**config.mk**
```make
export PLATFORM = sky130hd
export DESIGN_NAME = lc3_decode_rf
export DESIGN_NICKNAME = d
export VERILOG_FILES = /design/src/rtl/lc3_decode_rf.sv
export SDC_FILE = /design/constraint.sdc
export NUM_CORES = 1
export LEC_CHECK = 0
export ABC_CLOCK_PERIOD_IN_PS = 1990
export CORE_MARGIN = 2
export CORE_UTILIZATION = 60
export CTS_CLUSTER_DIAMETER = 80
export DETAILED_ROUTE_END_ITERATION = 6
export DONT_BUFFER_PORTS = 1
export PLACE_DENSITY = 0.78
export SLEW_MARGIN = 20
export SYNTH_ARGS = -nofsm -noshare
export SYNTH_HDL_FRONTEND = slang
export SYNTH_SLANG_ARGS = --single-unit
export TNS_END_PERCENT = 5
```
**constraint.sdc**
```tcl
create_clock -name clk -period 1.99 [get_ports clk]
set_input_delay 0.2985 -clock clk [delete_from_list [all_inputs] [get_ports clk]]
set_output_delay 0.2985 -clock clk [all_outputs]
set_load 0.05 [all_outputs]
```
**src/rtl/lc3_decode_rf.sv**
```systemverilog
// lc3_decode_rf: LC3 decode/operand-fetch stage with 8x16 register file and n/z/p register. Rev 1.0
// Optional build macro LC3_WB_BYPASS_EN: same-cycle writeback data bypasses into captured operands.
`default_nettype none

module lc3_decode_rf #(
  parameter int         NREGS    = 8,
  parameter logic [2:0] RESET_CC = 3'b010
) (
  input  logic                     clk,
  input  logic                     rst_n,
  input  logic                     in_valid,
  output logic                     in_ready,
  input  logic [15:0]              in_instr,
  output logic                     out_valid,
  input  logic                     out_ready,
  output logic [15:0]              out_opcode,
  output logic [15:0]              out_regA,
  output logic [15:0]              out_regB,
  output logic [$clog2(NREGS)-1:0] out_dr,
  input  logic                     wb_en,
  input  logic [$clog2(NREGS)-1:0] wb_addr,
  input  logic [15:0]              wb_data,
  input  logic                     wb_setcc,
  output logic                     cc_n,
  output logic                     cc_z,
  output logic                     cc_p
);

  localparam int IDX_W = $clog2(NREGS);

  logic [15:0]      regs [NREGS];
  logic [2:0]       cc;
  logic [2:0]       cc_next;
  logic             accept;
  logic [IDX_W-1:0] sra;
  logic [IDX_W-1:0] srb;
  logic [15:0]      rd_a;
  logic [15:0]      rd_b;

  assign in_ready = !out_valid || out_ready;
  assign accept   = in_valid && in_ready;
  assign sra      = in_instr[11:9];
  assign srb      = in_instr[IDX_W-1:0];

  always_comb begin
    rd_a = regs[sra];
    rd_b = regs[srb];
`ifdef LC3_WB_BYPASS_EN
    if (wb_en && (wb_addr == sra)) rd_a = wb_data;
    if (wb_en && (wb_addr == srb)) rd_b = wb_data;
`endif
  end

  always_comb begin
    if (wb_data[15])        cc_next = 3'b100;
    else if (wb_data == '0) cc_next = 3'b010;
    else                    cc_next = 3'b001;
  end

  // Writeback runs independently of both handshakes, including during stalls.
  always_ff @(posedge clk or negedge rst_n) begin
    if (!rst_n) begin
      for (int i = 0; i < NREGS; i++) regs[i] <= '0;
    end else if (wb_en) begin
      regs[wb_addr] <= wb_data;
    end
  end

  always_ff @(posedge clk or negedge rst_n) begin
    if (!rst_n)                cc <= RESET_CC;
    else if (wb_en && wb_setcc) cc <= cc_next;
  end

  assign {cc_n, cc_z, cc_p} = cc;

  always_ff @(posedge clk or negedge rst_n) begin
    if (!rst_n) begin
      out_valid  <= 1'b0;
      out_opcode <= '0;
      out_regA   <= '0;
      out_regB   <= '0;
      out_dr     <= '0;
    end else if (accept) begin
      out_valid  <= 1'b1;
      out_opcode <= in_instr;
      out_regA   <= rd_a;
      out_regB   <= rd_b;
      out_dr     <= sra;
    end else if (out_ready) begin
      out_valid  <= 1'b0;
    end
  end

endmodule

`default_nettype wire

```
# Word-level counts from Yosys, hierarchy flattened
# Index checks and enable logic that the tools add are counted.
totals:
  elab_cells: 41
  in_bits: 41
  register_bits: 183
classes:
  order_cmp: 4
  bitwise_logic: 3
  n_reduce_logical: 7
  mux: 13
ops:
  columns: ["operator", "count"]
  rows:
  - ["$bwmux W128", 1]
  - ["$bmux W16 S3", 2]
  - ["$mux W16", 5]
  - ["$demux W16 S3", 1]
  - ["$logic_not A16 Y1", 1]
  - ["$ge A4 B4 Y1 const B", 3]
  - ["$not A3 Y4", 3]
  - ["$lt A4 B1 Y1 const B", 1]
  - ["$logic_and A1 B1 Y1", 3]
  - ["$mux W3", 1]
  - ["$mux W1", 2]
  - ["$mux W2", 1]
  - ["$reduce_bool A2 Y1", 1]
  - ["$logic_not A1 Y1", 1]
  - ["$logic_or A1 B1 Y1", 1]

# Logic depth before layout (Yosys ltp)
# Gate-level depths: netlist (run 1).
logic_depth:
  ltp_word: 6
  depth_mapped: 5
  mapped_depth_nobuf: 3

# Least setup slack after synthesis (run 1)
# No wires, ideal clock.
synth_timing:
  kind: "reg-to-reg"
  start: "register out_valid"
  end: "register out_opcode[10]"
  path_stages_with_launch: 5
  setup_ns: 0.125
  setup_slack_ns: 0.234
  arrival_ns: 1.632
  path_buffers: 1
  path_cell_list: "dfrtp_1 -> nor2b_1 -> nand2b_1 -> buf_2 -> mux2_2"
synth_between:
  elab_chain_cells: 3
synth_lines:
  columns: ["item", "line", "text"]
  rows:
  - ["start, declared", "14", "output logic out_valid,"]
  - ["start signal, assigned", "78", "out_valid <= 1'b0;"]
  - ["start signal, assigned", "84", "out_valid <= 1'b1;"]
  - ["start signal, assigned", "90", "out_valid <= 1'b0;"]
  - ["$logic_not A1 Y1", "40", "assign in_ready = !out_valid || out_ready;"]
  - ["$logic_or A1 B1 Y1", "40", null]
  - ["$logic_and A1 B1 Y1", "41", "assign accept = in_valid && in_ready;"]
  - ["end signal, assigned", "85", "out_opcode <= in_instr;"]
  - ["end, declared", "16", "output logic [15:0] out_opcode,"]
# No other way between the ends.
# A chain may end at the register's enable or synchronous reset.

# Worst setup path after layout (run 1)
layout_timing:
  start: "register out_valid"
  end: "output in_ready"
layout_between:
  elab_chain_cells: 2
layout_lines:
  columns: ["item", "line", "text"]
  rows:
  - ["$logic_not A1 Y1", "40", null]
  - ["$logic_or A1 B1 Y1", "40", null]
  - ["end, declared", "12", "output logic in_ready,"]
# No other way between the ends.

==> out/results.ini, run 1 <==
[yosys]
synth_area_um2 = 8969
mappedNetlistNets = 708
ys_seq_area_frac = 0.5024
count_of_mapped_cells_out_of_synthesis = 667
postSynthAreaPerCell_um2 = 13.45
synth_seq_cells = 180
synthesis.yosys.warnings = 0
post_synth_num_cell_types = 27

[cells_and_area]
design.final.nets = 699
filler_cell_count = 1019
final_design_area_no_fill_um2 = 9716
most-common-layout-cells = sky130_fd_sc_hd__mux2_2 (209), sky130_fd_sc_hd__dfrtp_1 (179), sky130_fd_sc_hd__mux2i_1 (64)
antenna_cells = 0
final_layout_size_suffix_gt1_frac = 0.4039
layout_commonest_cell = sky130_fd_sc_hd__mux2_2
area_delta_synth_final_pct = 8.329
post_layout_utilization_of_the_core = 0.6660

[timing]
maxSlewViolCount = 0
timing.final.crit_share = 0.9437
setup_viol = 0
fmaxAchievable_mhz = 532.5
postLayoutSetupSlackWorst_ns = 0.1120
period_needed_ns = 1.878
final.setup_skew_ns = 0.007520
finalHoldViolations = 180
max_slew_margin = 0.3226
setup_total_negative_slack_ns = 0
holdWs_ns = -0.4332
rsz0062_at_grt = false
worst_pin_slew_ns = 1.012

[drt]
drt.antenna.violating_nets = 0
detail_route.drc_violations = 0
wl_per_cell_um = 26.44
routed-via-count = 5917
totalWireLength_mm = 22.60
drt-vias-per-instance = 6.920
dr.first_iter.drc_count = 613
drtPass1Iterations = 5

[place]
hpwl_mm = 13.66
place.port_buffers = 0
gp_congestion = 0.8452
dpl_cell_area_um2 = 9062
dp_slack_ns = 0.3103

[floorplanning]
core_um2 = 14590
dieArea_um2 = 15940
start_util = 0.6148
std_cell_rows = 44
chipWidth_um = 126.3
ios = 97
chipHeight_um = 126.3

[clocking]
postCtsResizedCells = 0
clock_sink_count = 180
tritoncts_clock_tree = done
cts_made_buffers = 17
worstSkewPairLatency_ns = 0.43
root_buffer = sky130_fd_sc_hd__clkbuf_16
postCtsSetupRepairBufs = 0
htree_levels = 4
clockBufferDepth = 2
worst_setup_hold_path_clk_slew_ns = 0.06
postCtsHoldBufs = 1

[worst_hold_path]
timing.hold.worst.class = in2async

[job]
max-cap-violations = 0

[worst_setup_path]
master_of_the_slowest_instance_on_the_critical_path = sky130_fd_sc_hd__dfrtp_1
worst-setup-path-type = reg2out
critPathLaunchType = flop
critPathTopFamily = buffers and inverters
setup.worst_path.end_class = output pin
timing.critical_path.arrival_ns = 1.58
cp_max_fo = 23
worst-endpoint-required_ns = 1.69
worst_path_largest_cell_delay_ns = 0.34
worst-path-buf-inv = 2
critical_path.cell_chain = nor2b_2 > buf_4 > inv_1

[power]
design_power_total_w = 0.01121
max-vdd-ir-drop_mv = 0.7097
p_leak_nw = 4.190
power_density_nw_per_um2 = 1154

[global_routing]
groute.usage.overall = 0.2913
grt_start_max_net_pins = 181
grt_pass1_vias = 6116
grt.overflow.total = 0
grt_first_pass_wirelength_mm = 35.18
initial_antenna_violation_count = 0

[status]
failed_checks = negative hold slack
result_of_the_run = finished, violations left

-- synth_stat cells --
| master | count | share of area |
|---|---|---|
| sky130_fd_sc_hd__mux2i_1 | 64 | 0.071 |
| sky130_fd_sc_hd__buf_6 | 3 | 0.0038 |
| sky130_fd_sc_hd__a22o_1 | 30 | 0.029 |
| sky130_fd_sc_hd__buf_4 | 17 | 0.014 |
| sky130_fd_sc_hd__buf_2 | 14 | 0.0078 |
| sky130_fd_sc_hd__dfrtp_1 | 179 | 0.50 |
| sky130_fd_sc_hd__inv_1 | 2 | 0.00084 |
| sky130_fd_sc_hd__nor3_2 | 1 | 0.0011 |
| sky130_fd_sc_hd__mux2_2 | 209 | 0.26 |
| sky130_fd_sc_hd__nor2_1 | 3 | 0.0013 |
| sky130_fd_sc_hd__nand4_1 | 1 | 0.00070 |
| sky130_fd_sc_hd__buf_8 | 1 | 0.0017 |
| sky130_fd_sc_hd__dfstp_2 | 1 | 0.0029 |
| sky130_fd_sc_hd__o2bb2ai_1 | 6 | 0.0059 |
| sky130_fd_sc_hd__nand2b_1 | 4 | 0.0028 |
| sky130_fd_sc_hd__o22ai_1 | 29 | 0.020 |
| sky130_fd_sc_hd__o21ai_0 | 32 | 0.018 |
| sky130_fd_sc_hd__nand4_2 | 1 | 0.0014 |
| sky130_fd_sc_hd__clkbuf_1 | 16 | 0.0067 |
| sky130_fd_sc_hd__nor3_4 | 1 | 0.0018 |
| sky130_fd_sc_hd__nand2b_4 | 1 | 0.0015 |
| sky130_fd_sc_hd__o31ai_1 | 33 | 0.028 |
| sky130_fd_sc_hd__nor2b_1 | 4 | 0.0028 |
| sky130_fd_sc_hd__nand2_1 | 6 | 0.0025 |
| sky130_fd_sc_hd__nand4b_2 | 3 | 0.0050 |
| sky130_fd_sc_hd__nor3b_4 | 2 | 0.0042 |
| sky130_fd_sc_hd__nor4_1 | 4 | 0.0028 |
-- state kept, by name, indices dropped and copies added, names as in the netlist --
name        count
cc              3
regs          128
out_valid       1
out_opcode     16
out_regA       16
out_regB       16
-- area by class of cell --
cell class | count | area, um^2 | area share
Clock inverter | 9 | 175.2 | 0.01803
Multi-Input combinational cell | 434 | 4154 | 0.4276
Timing Repair Buffer | 23 | 175.2 | 0.01803
Tap cell | 184 | 230.2 | 0.02370
Clock buffer | 23 | 467.9 | 0.04816
Inverter | 2 | 7.507 | 0.0007727
Sequential cell | 180 | 4506 | 0.4637
-- routing by layer --
metal	share of wire	wire, um	GRT usage
met5	0	0	0
met3	0.075	1705	0.06839
met4	0.032	719	0.1228
met2	0.49	11020	0.4652
met1	0.41	9161	0.3853
-- per-stage QoR --
stage / hold WS (ns) / cells
6_report: -0.4332 / 855
2_1_floorplan: 0.002909 / 667
3_3_place_gp: 0.007157 / 822
3_5_place_dp: 0.007070 / 822
5_1_grt: -0.4509 / 855
4_1_cts: -0.4505 / 855
-- path summary, 6_finish.rpt --
path                                        from                          to  slack, ns  depth (start not counted)
max                        out_valid$_DFFE_PN0P_                    in_ready       0.11                          3
max reg2reg                out_valid$_DFFE_PN0P_  out_opcode[13]$_DFFE_PN0P_       0.47                          4
min reg2reg                 regs[28]$_DFFE_PN0P_        regs[28]$_DFFE_PN0P_       0.53                          1
min                                        rst_n  out_opcode[12]$_DFFE_PN0P_      -0.43                          0
min in group clk                     wb_data[13]        regs[93]$_DFFE_PN0P_       0.01                          1
max in group asynchronous                  rst_n           cc[1]$_DFFE_PN1P_       2.15                          0
-- cells by family after synthesis --
family,Yosys count,synth area share
AOI/OAI and AO/OA,130,0.1009
DFF,180,0.5024
muxes,273,0.3338
buffers and inverters,53,0.03502
and+or+nand+nor,31,0.02790
-- power breakdown --
group	leakage, nW	total (W)	internal (W)	switching (W)
registers	2.16	0.00575	0.00442	0.00133
logic	1.72	0.00182	0.00110	0.000716
clock network	0.307	0.00365	0.00229	0.00135
No activity file was read; power rests on OpenSTA's default activity.
==> inputs of run 2 (changes only) <==
--- a/config.mk
+++ b/config.mk
@@ -5,9 +5,9 @@
 export SDC_FILE = /design/constraint.sdc
 export NUM_CORES = 1
 export LEC_CHECK = 0
-export ABC_CLOCK_PERIOD_IN_PS = 1990
+export ABC_CLOCK_PERIOD_IN_PS = 1650
 export CORE_MARGIN = 2
-export CORE_UTILIZATION = 60
+export CORE_UTILIZATION = 58
 export CTS_CLUSTER_DIAMETER = 80
 export DETAILED_ROUTE_END_ITERATION = 6
 export DONT_BUFFER_PORTS = 1
==> constraint.sdc (replaced) <==
create_clock -name clk -period 1.65 [get_ports clk]
set_input_delay 0.2475 -clock clk [delete_from_list [all_inputs] [get_ports clk]]
set_output_delay 0.2475 -clock clk [all_outputs]
set_load 0.05 [all_outputs]
==> run 2 against run 1 <==
  * The run still ends with negative hold slack left
  * Worst hold slack lost 0.054 ns
  * Final area grew 4.8%
  * Sequential power is 15% higher
  * Routed wire length increased by 2.8%
  * Largest cell class unchanged
  * Via count is 2.6% higher
  * Setup slack lost 0.035 ns
  * Highest routed layer unchanged
==> out/results.ini, run 2 (synthesis results as in run 1) <==
[cells_and_area]
final_layout_size_suffix_gt1_frac = 0.4122  ; was 0.4039
largest_reg_flops = 128  ; unchanged
design.final.nets = 751  ; was 699
antenna_cells = 0  ; unchanged
non_filler_cells_in_the_finished_layout = 911  ; was 855
layout_commonest_cell = sky130_fd_sc_hd__mux2_2  ; unchanged
largest_register = regs  ; unchanged
area_delta_synth_final_pct = 13.55  ; was 8.329%
most-common-layout-cells = sky130_fd_sc_hd__mux2_2 (209), sky130_fd_sc_hd__dfrtp_1 (178), sky130_fd_sc_hd__mux2i_1 (64)  ; was sky130_fd_sc_hd__mux2_2 (209), sky130_fd_sc_hd__dfrtp_1 (179), sky130_fd_sc_hd__mux2i_1 (64)

[clocking]
worst_setup_hold_path_clk_slew_ns = 0.06  ; about the same
clock_sink_count = 180  ; unchanged
postCtsHoldBufs = 32  ; was 1
htree_levels = 4  ; unchanged
cts_made_buffers = 17  ; unchanged
tritoncts_clock_tree = done  ; unchanged
clockBufferDepth = 2  ; unchanged
root_buffer = sky130_fd_sc_hd__clkbuf_16  ; unchanged
worstSkewPairLatency_ns = 0.43  ; about the same

[status]
result_of_the_run = finished, violations left  ; unchanged
failed_checks = negative hold slack  ; unchanged

[floorplanning]
start_util = 0.5922  ; was 0.6148
chipHeight_um = 128.4  ; was 126.3 um
chipWidth_um = 128.4  ; was 126.3 um
ios = 97  ; unchanged
dieArea_um2 = 16470  ; was 15940 um^2
std_cell_rows = 45  ; was 44
core_um2 = 15150  ; was 14590 um^2

[timing]
worst_pin_slew_ns = 1.122  ; was 1.012 ns
timing.final.crit_share = 0.9530
setup_total_negative_slack_ns = 0  ; unchanged
postLayoutSetupSlackWorst_ns = 0.07749  ; was 0.1120 ns
max_slew_margin = 0.2503  ; was 0.3226
fmaxAchievable_mhz = 635.9
holdWs_ns = -0.4874  ; was -0.4332 ns
setup_viol = 0  ; unchanged
period_needed_ns = 1.573
final.setup_skew_ns = 0.006300  ; was 0.007520 ns
finalHoldViolations = 180  ; unchanged
rsz0062_at_grt = false  ; unchanged
maxSlewViolCount = 0  ; unchanged

[global_routing]
groute.usage.overall = 0.2890  ; was 0.2913
initial_antenna_violation_count = 0  ; unchanged
grt.overflow.total = 0  ; unchanged
grt_pass1_vias = 6222  ; was 6116
grt_start_max_net_pins = 181  ; unchanged
grt_first_pass_wirelength_mm = 35.30  ; was 35.18 mm

[place]
place.port_buffers = 0  ; unchanged
dp_slack_ns = 0.1002  ; was 0.3103 ns
placed_cells = 846  ; was 822
gp_congestion = 0.8227  ; was 0.8452
hpwl_mm = 13.72  ; was 13.66 mm

[worst_setup_path]
reg2reg_setup_slack_ns = 0.22  ; was 0.47 ns
setup.worst_path.end_class = output pin  ; unchanged
worst_setup_path_startpoint = out_valid$_DFFE_PN0P_  ; unchanged
worst-setup-path-type = reg2out  ; unchanged
rr_startpoint = out_valid$_DFFE_PN0P_  ; unchanged
worst_path_largest_cell_delay_ns = 0.35  ; was 0.34 ns
master_of_the_slowest_instance_on_the_critical_path = sky130_fd_sc_hd__dfrtp_2  ; was sky130_fd_sc_hd__dfrtp_1
critPathLaunchType = flop  ; unchanged
timing.critical_path.arrival_ns = 1.33  ; was 1.58 ns
critical_path.cell_chain = nor2b_4 > buf_6 > clkinvlp_4  ; was nor2b_2 > buf_4 > inv_1
worst-endpoint-required_ns = 1.40  ; was 1.69 ns
cp_max_fo = 3  ; was 23

[drt]
routed-via-count = 6072  ; was 5917
drtPass1Iterations = 5  ; unchanged
drt.antenna.violating_nets = 0  ; unchanged
totalWireLength_mm = 23.23  ; was 22.60 mm
wl_per_cell_um = 25.50  ; was 26.44 um
detail_route.drc_violations = 0  ; unchanged
dr.first_iter.drc_count = 498  ; was 613
drt-vias-per-instance = 6.665  ; was 6.920

[power]
power_density_nw_per_um2 = 1294  ; was 1154 nW/um^2
p_leak_nw = 4.413  ; was 4.190 nW
design_power_total_w = 0.01318  ; was 0.01121 W
max-vdd-ir-drop_mv = 0.7720  ; was 0.7097 mV

[job]
max-cap-violations = 0  ; unchanged

[worst_hold_path]
timing.hold.worst.class = in2async  ; unchanged

[run 2: cell type report]
class	instances	area, um^2
clock buffers	19	452.9
flip-flops and latches	180	4507
clock inverters	13	108.9
multi-input cells	434	4159
fillers	1043	4962
repair buffers	75	709.4
inverters	2	11.26
well taps	188	235.2
[run 2: per-stage QoR]
stage	utilization	hold slack (ns)	cell area [um^2]
final	0.6724	-0.4874	10180
after global routing	0.6724	-0.5077	10180
after CTS	0.6720	-0.5008	10180
after detailed placement	0.6128	-0.04046	9281
after global placement	0.6128	-0.04265	9281
after floorplan	-	-0.04809	8970
[run 2: final timing paths]
check | endpoint | cells past startpoint
worst min register to register | out_opcode[11]$_DFFE_PN0P_ | 1
worst max-delay path | in_ready | 3
max in group asynchronous | cc[1]$_DFFE_PN1P_ | 0
worst max register to register | out_opcode[4]$_DFFE_PN0P_ | 4
min in group clk | cc[1]$_DFFE_PN1P_ | 2
worst min-delay path | regs[49]$_DFFE_PN0P_ | 0
[run 2: layer usage]
metal / track usage / vias up / part of all wire
met5: 0 / - / 0
met4: 0.1454 / 0 / 0.039
met3: 0.06902 / 68 / 0.072
met2: 0.4681 / 283 / 0.48
met1: 0.3658 / 3112 / 0.41
li1: - / 2609 / -
[run 2: where the power goes]
group | switching (W) | total [W] | internal [W]
Clock | 0.00167 | 0.00382 | 0.00215
Combinational | 0.00125 | 0.00275 | 0.00150
Sequential | 0.00128 | 0.00661 | 0.00534
Total | 0.00420 | 0.0132 | 0.00898
[run 2: worst max-delay path, delay by kind of cell, from the launching register on]
family / cells / cell delay, ns
buf+inv: 2 / 0.36
flops: 1 / 0.35
simple gates: 1 / 0.18
[run 2: what timing repair did]
action,CTS,global route
hold endpoints to repair,326,180
pin swaps,0,0
cloned,0,0
resized for setup,2,1
setup buffers,1,0
setup endpoints to repair,1,1
==> inputs of run 3 (changes only) <==
--- a/config.mk
+++ b/config.mk
@@ -11,7 +11,7 @@
 export CTS_CLUSTER_DIAMETER = 80
 export DETAILED_ROUTE_END_ITERATION = 6
 export DONT_BUFFER_PORTS = 1
-export PLACE_DENSITY = 0.78
+export PLACE_DENSITY_LB_ADDON = 0.25
 export SLEW_MARGIN = 20
 export SYNTH_ARGS = -nofsm -noshare
 export SYNTH_HDL_FRONTEND = slang
==> run 3 against run 2 <==
  * The run still ends with negative hold slack left
  * Non-clock buffer count is 5 higher
  * Setup slack worse by 0.027 ns
  * Die area stayed put
  * Via count is 1.1% higher
  * First-iteration DRC count is 11% higher
  * Sequential power is 0.8% lower
  * Largest power group unchanged
==> out/results.ini, run 3 (synthesis results as in run 1) <==
[cells_and_area]
design.final.nets = 756  ; was 751
largest_reg_flops = 128  ; unchanged
post_layout_utilization_of_the_core = 0.6789  ; was 0.6724
area_delta_synth_final_pct = 14.65  ; was 13.55%
layout_commonest_cell = sky130_fd_sc_hd__mux2_2  ; unchanged
filler_cell_count = 1027  ; was 1043
largest_register = regs  ; unchanged
antenna_cells = 0  ; unchanged
most-common-layout-cells = sky130_fd_sc_hd__mux2_2 (209), sky130_fd_sc_hd__dfrtp_1 (178), sky130_fd_sc_hd__mux2i_1 (64)  ; unchanged
non_filler_cells_in_the_finished_layout = 915  ; was 911
final_layout_size_suffix_gt1_frac = 0.4113  ; was 0.4122

[drt]
detail_route.drc_violations = 0  ; unchanged
totalWireLength_mm = 23.88  ; was 23.23 mm
dr.first_iter.drc_count = 551  ; was 498
drt-vias-per-instance = 6.706  ; was 6.665
drtPass1Iterations = 5  ; unchanged
wl_per_cell_um = 26.09  ; was 25.50 um
routed-via-count = 6136  ; was 6072
drt.antenna.violating_nets = 0  ; unchanged

[floorplanning]
chipWidth_um = 128.4  ; unchanged
ios = 97  ; unchanged
core_um2 = 15150  ; unchanged
start_util = 0.5922  ; unchanged
chipHeight_um = 128.4  ; unchanged
std_cell_rows = 45  ; unchanged
dieArea_um2 = 16470  ; unchanged

[worst_setup_path]
critPathLaunchType = flop  ; unchanged
worst-path-buf-inv = 3  ; was 2
critical_path.cell_chain = nor2b_4 > buf_12 > inv_1 > buf_4  ; was nor2b_4 > buf_6 > clkinvlp_4
setup.worst_path.end_class = output pin  ; unchanged
worst_path_largest_cell_delay_ns = 0.40  ; was 0.35 ns
worst-setup-path-type = reg2out  ; unchanged
timing.critical_path.arrival_ns = 1.35  ; was 1.33 ns
cp_max_fo = 3  ; unchanged
master_of_the_slowest_instance_on_the_critical_path = sky130_fd_sc_hd__dfrtp_2  ; unchanged
worst_setup_path_startpoint = out_valid$_DFFE_PN0P_  ; unchanged
critPathTopFamily = flip-flops  ; was buffers and inverters
worst-endpoint-required_ns = 1.40  ; about the same
rr_startpoint = out_valid$_DFFE_PN0P_  ; unchanged

[power]
sw_frac_of_total = 0.3081  ; was 0.3187
combinational_group_share_of_total_power = 0.210  ; was 0.208
p_int_w = 0.009416  ; was 0.008979 W
switching_power_w = 0.004192  ; was 0.004200 W
p_leak_nw = 4.476  ; was 4.413 nW
power_frac_clock = 0.308  ; was 0.290
power_density_nw_per_um2 = 1324  ; was 1294 nW/um^2
max-vdd-ir-drop_mv = 0.8573  ; was 0.7720 mV
p_seq_frac = 0.482  ; was 0.502

[clocking]
clock_sink_count = 180  ; unchanged
htree_levels = 4  ; unchanged
worstSkewPairLatency_ns = 0.43  ; about the same
clockBufferDepth = 2  ; unchanged
cts_made_buffers = 17  ; unchanged
worst_setup_hold_path_clk_slew_ns = 0.07  ; was 0.06 ns
root_buffer = sky130_fd_sc_hd__clkbuf_16  ; unchanged
postCtsHoldBufs = 32  ; unchanged
tritoncts_clock_tree = done  ; unchanged

[timing]
maxSlewViolCount = 0  ; unchanged
worst_pin_slew_ns = 0.6786  ; was 1.122 ns
postLayoutSetupSlackWorst_ns = 0.05073  ; was 0.07749 ns
timing.final.crit_share = 0.9693  ; was 0.9530
final.setup_skew_ns = 0.007980  ; was 0.006300 ns
fmaxAchievable_mhz = 625.3  ; was 635.9 MHz
setup_total_negative_slack_ns = 0  ; unchanged
rsz0062_at_grt = false  ; unchanged
period_needed_ns = 1.599  ; was 1.573 ns
holdWs_ns = -0.4876  ; was -0.4874 ns
max_slew_margin = 0.5466  ; was 0.2503
finalHoldViolations = 180  ; unchanged
setup_viol = 0  ; unchanged

[job]
max-cap-violations = 0  ; unchanged

[place]
gp_congestion = 0.7945  ; was 0.8227
placed_cells = 850  ; was 846
place.port_buffers = 0  ; unchanged
hpwl_mm = 13.95  ; was 13.72 mm
dp_slack_ns = 0.1728  ; was 0.1002 ns

[status]
failed_checks = negative hold slack  ; unchanged
result_of_the_run = finished, violations left  ; unchanged

[global_routing]
grt_pass1_vias = 6301  ; was 6222
grt.overflow.total = 0  ; unchanged
grt_start_max_net_pins = 181  ; unchanged
grt_first_pass_wirelength_mm = 36.88  ; was 35.30 mm
initial_antenna_violation_count = 0  ; unchanged
groute.usage.overall = 0.3002  ; was 0.2890

[worst_hold_path]
timing.hold.worst.class = in2async  ; unchanged

run 3: cell count changes in the layout (fill, tap and decap cells not counted):
cell	previous run	this run
sky130_fd_sc_hd__buf_4	37	42
sky130_fd_sc_hd__buf_6	1	0
sky130_fd_sc_hd__bufbuf_16	0	1
sky130_fd_sc_hd__bufinv_16	1	4
sky130_fd_sc_hd__clkbuf_1	0	2
sky130_fd_sc_hd__clkbuf_8	2	1
sky130_fd_sc_hd__clkinv_4	2	1
sky130_fd_sc_hd__clkinvlp_4	4	0
sky130_fd_sc_hd__inv_1	1	2
sky130_fd_sc_hd__inv_6	1	0
run 3: power by group through the flow:
stage	Clock (W)	Combinational, W	Sequential (W)
5_1_grt	0.00441	0.00306	0.00666
3_5_place_dp	0	0.00270	0.00661
2_1_floorplan	0	0.00193	0.00670
3_3_place_gp	0	0.00261	0.00652
4_1_cts	0.00422	0.00285	0.00653
6_report	0.00419	0.00286	0.00656
run 3: area by class of cell:
type / instances / area, um^2 / share of cell area
clock buffer: 20 / 446.7 / 0.04344
clock inverter: 11 / 158.9 / 0.01545
inverter: 2 / 7.507 / 0.0007301
multi-input combinational: 434 / 4159 / 0.4045
sequential: 180 / 4507 / 0.4383
tap: 188 / 235.2 / 0.02288
timing repair buffer: 80 / 768.2 / 0.07471
run 3: through the flow:
| step | hold WS (ns) | total power (W) | cell area [um^2] |
|---|---|---|---|
| after CTS | -0.4964 | 0.01359 | 10280 |
| after global placement | -0.04244 | 0.009131 | 9299 |
| after floorplan | -0.04809 | 0.008631 | 8970 |
| final | -0.4876 | 0.01361 | 10280 |
| after global routing | -0.5006 | 0.01413 | 10280 |
| after detailed placement | -0.04185 | 0.009308 | 9299 |
run 3: repair_timing:
| item | in CTS | in global routing |
|---|---|---|
| setup buffers | 1 | 0 |
| gates resized for setup | 4 | 0 |
| endpoints found under the hold margin | 326 | 180 |
| setup endpoints to repair | 1 | 0 |
run 3: path summary, 6_finish.rpt:
path                                               to  slack (ns)  cells past startpoint
setup / recovery                             in_ready        0.05                      4
hold / removal                   regs[48]$_DFFE_PN0P_       -0.49                      0
setup reg to reg            out_opcode[3]$_DFFE_PN0P_        0.12                      4
hold reg to reg            out_opcode[11]$_DFFE_PN0P_        0.52                      1
max in group asynchronous           cc[1]$_DFFE_PN1P_        1.84                      0
min in group clk                    cc[1]$_DFFE_PN1P_        0.05                      2
run 3: worst reg2reg max path, stage by stage (launching register included):
cell and delay (ns):
sky130_fd_sc_hd__dfrtp_2 0.35, sky130_fd_sc_hd__nor2b_4 0.20, sky130_fd_sc_hd__nand2b_2 0.16, sky130_fd_sc_hd__buf_4 0.30, sky130_fd_sc_hd__mux2_2 0.39
run 3: layer usage:
layer	vias to the layer above	wire, um	global-route usage
met5	-	0	0
met4	0	685	0.1183
met2	284	11500	0.4840
li1	2619	-	-
met3	55	1787	0.07318
met1	3178	9898	0.3952
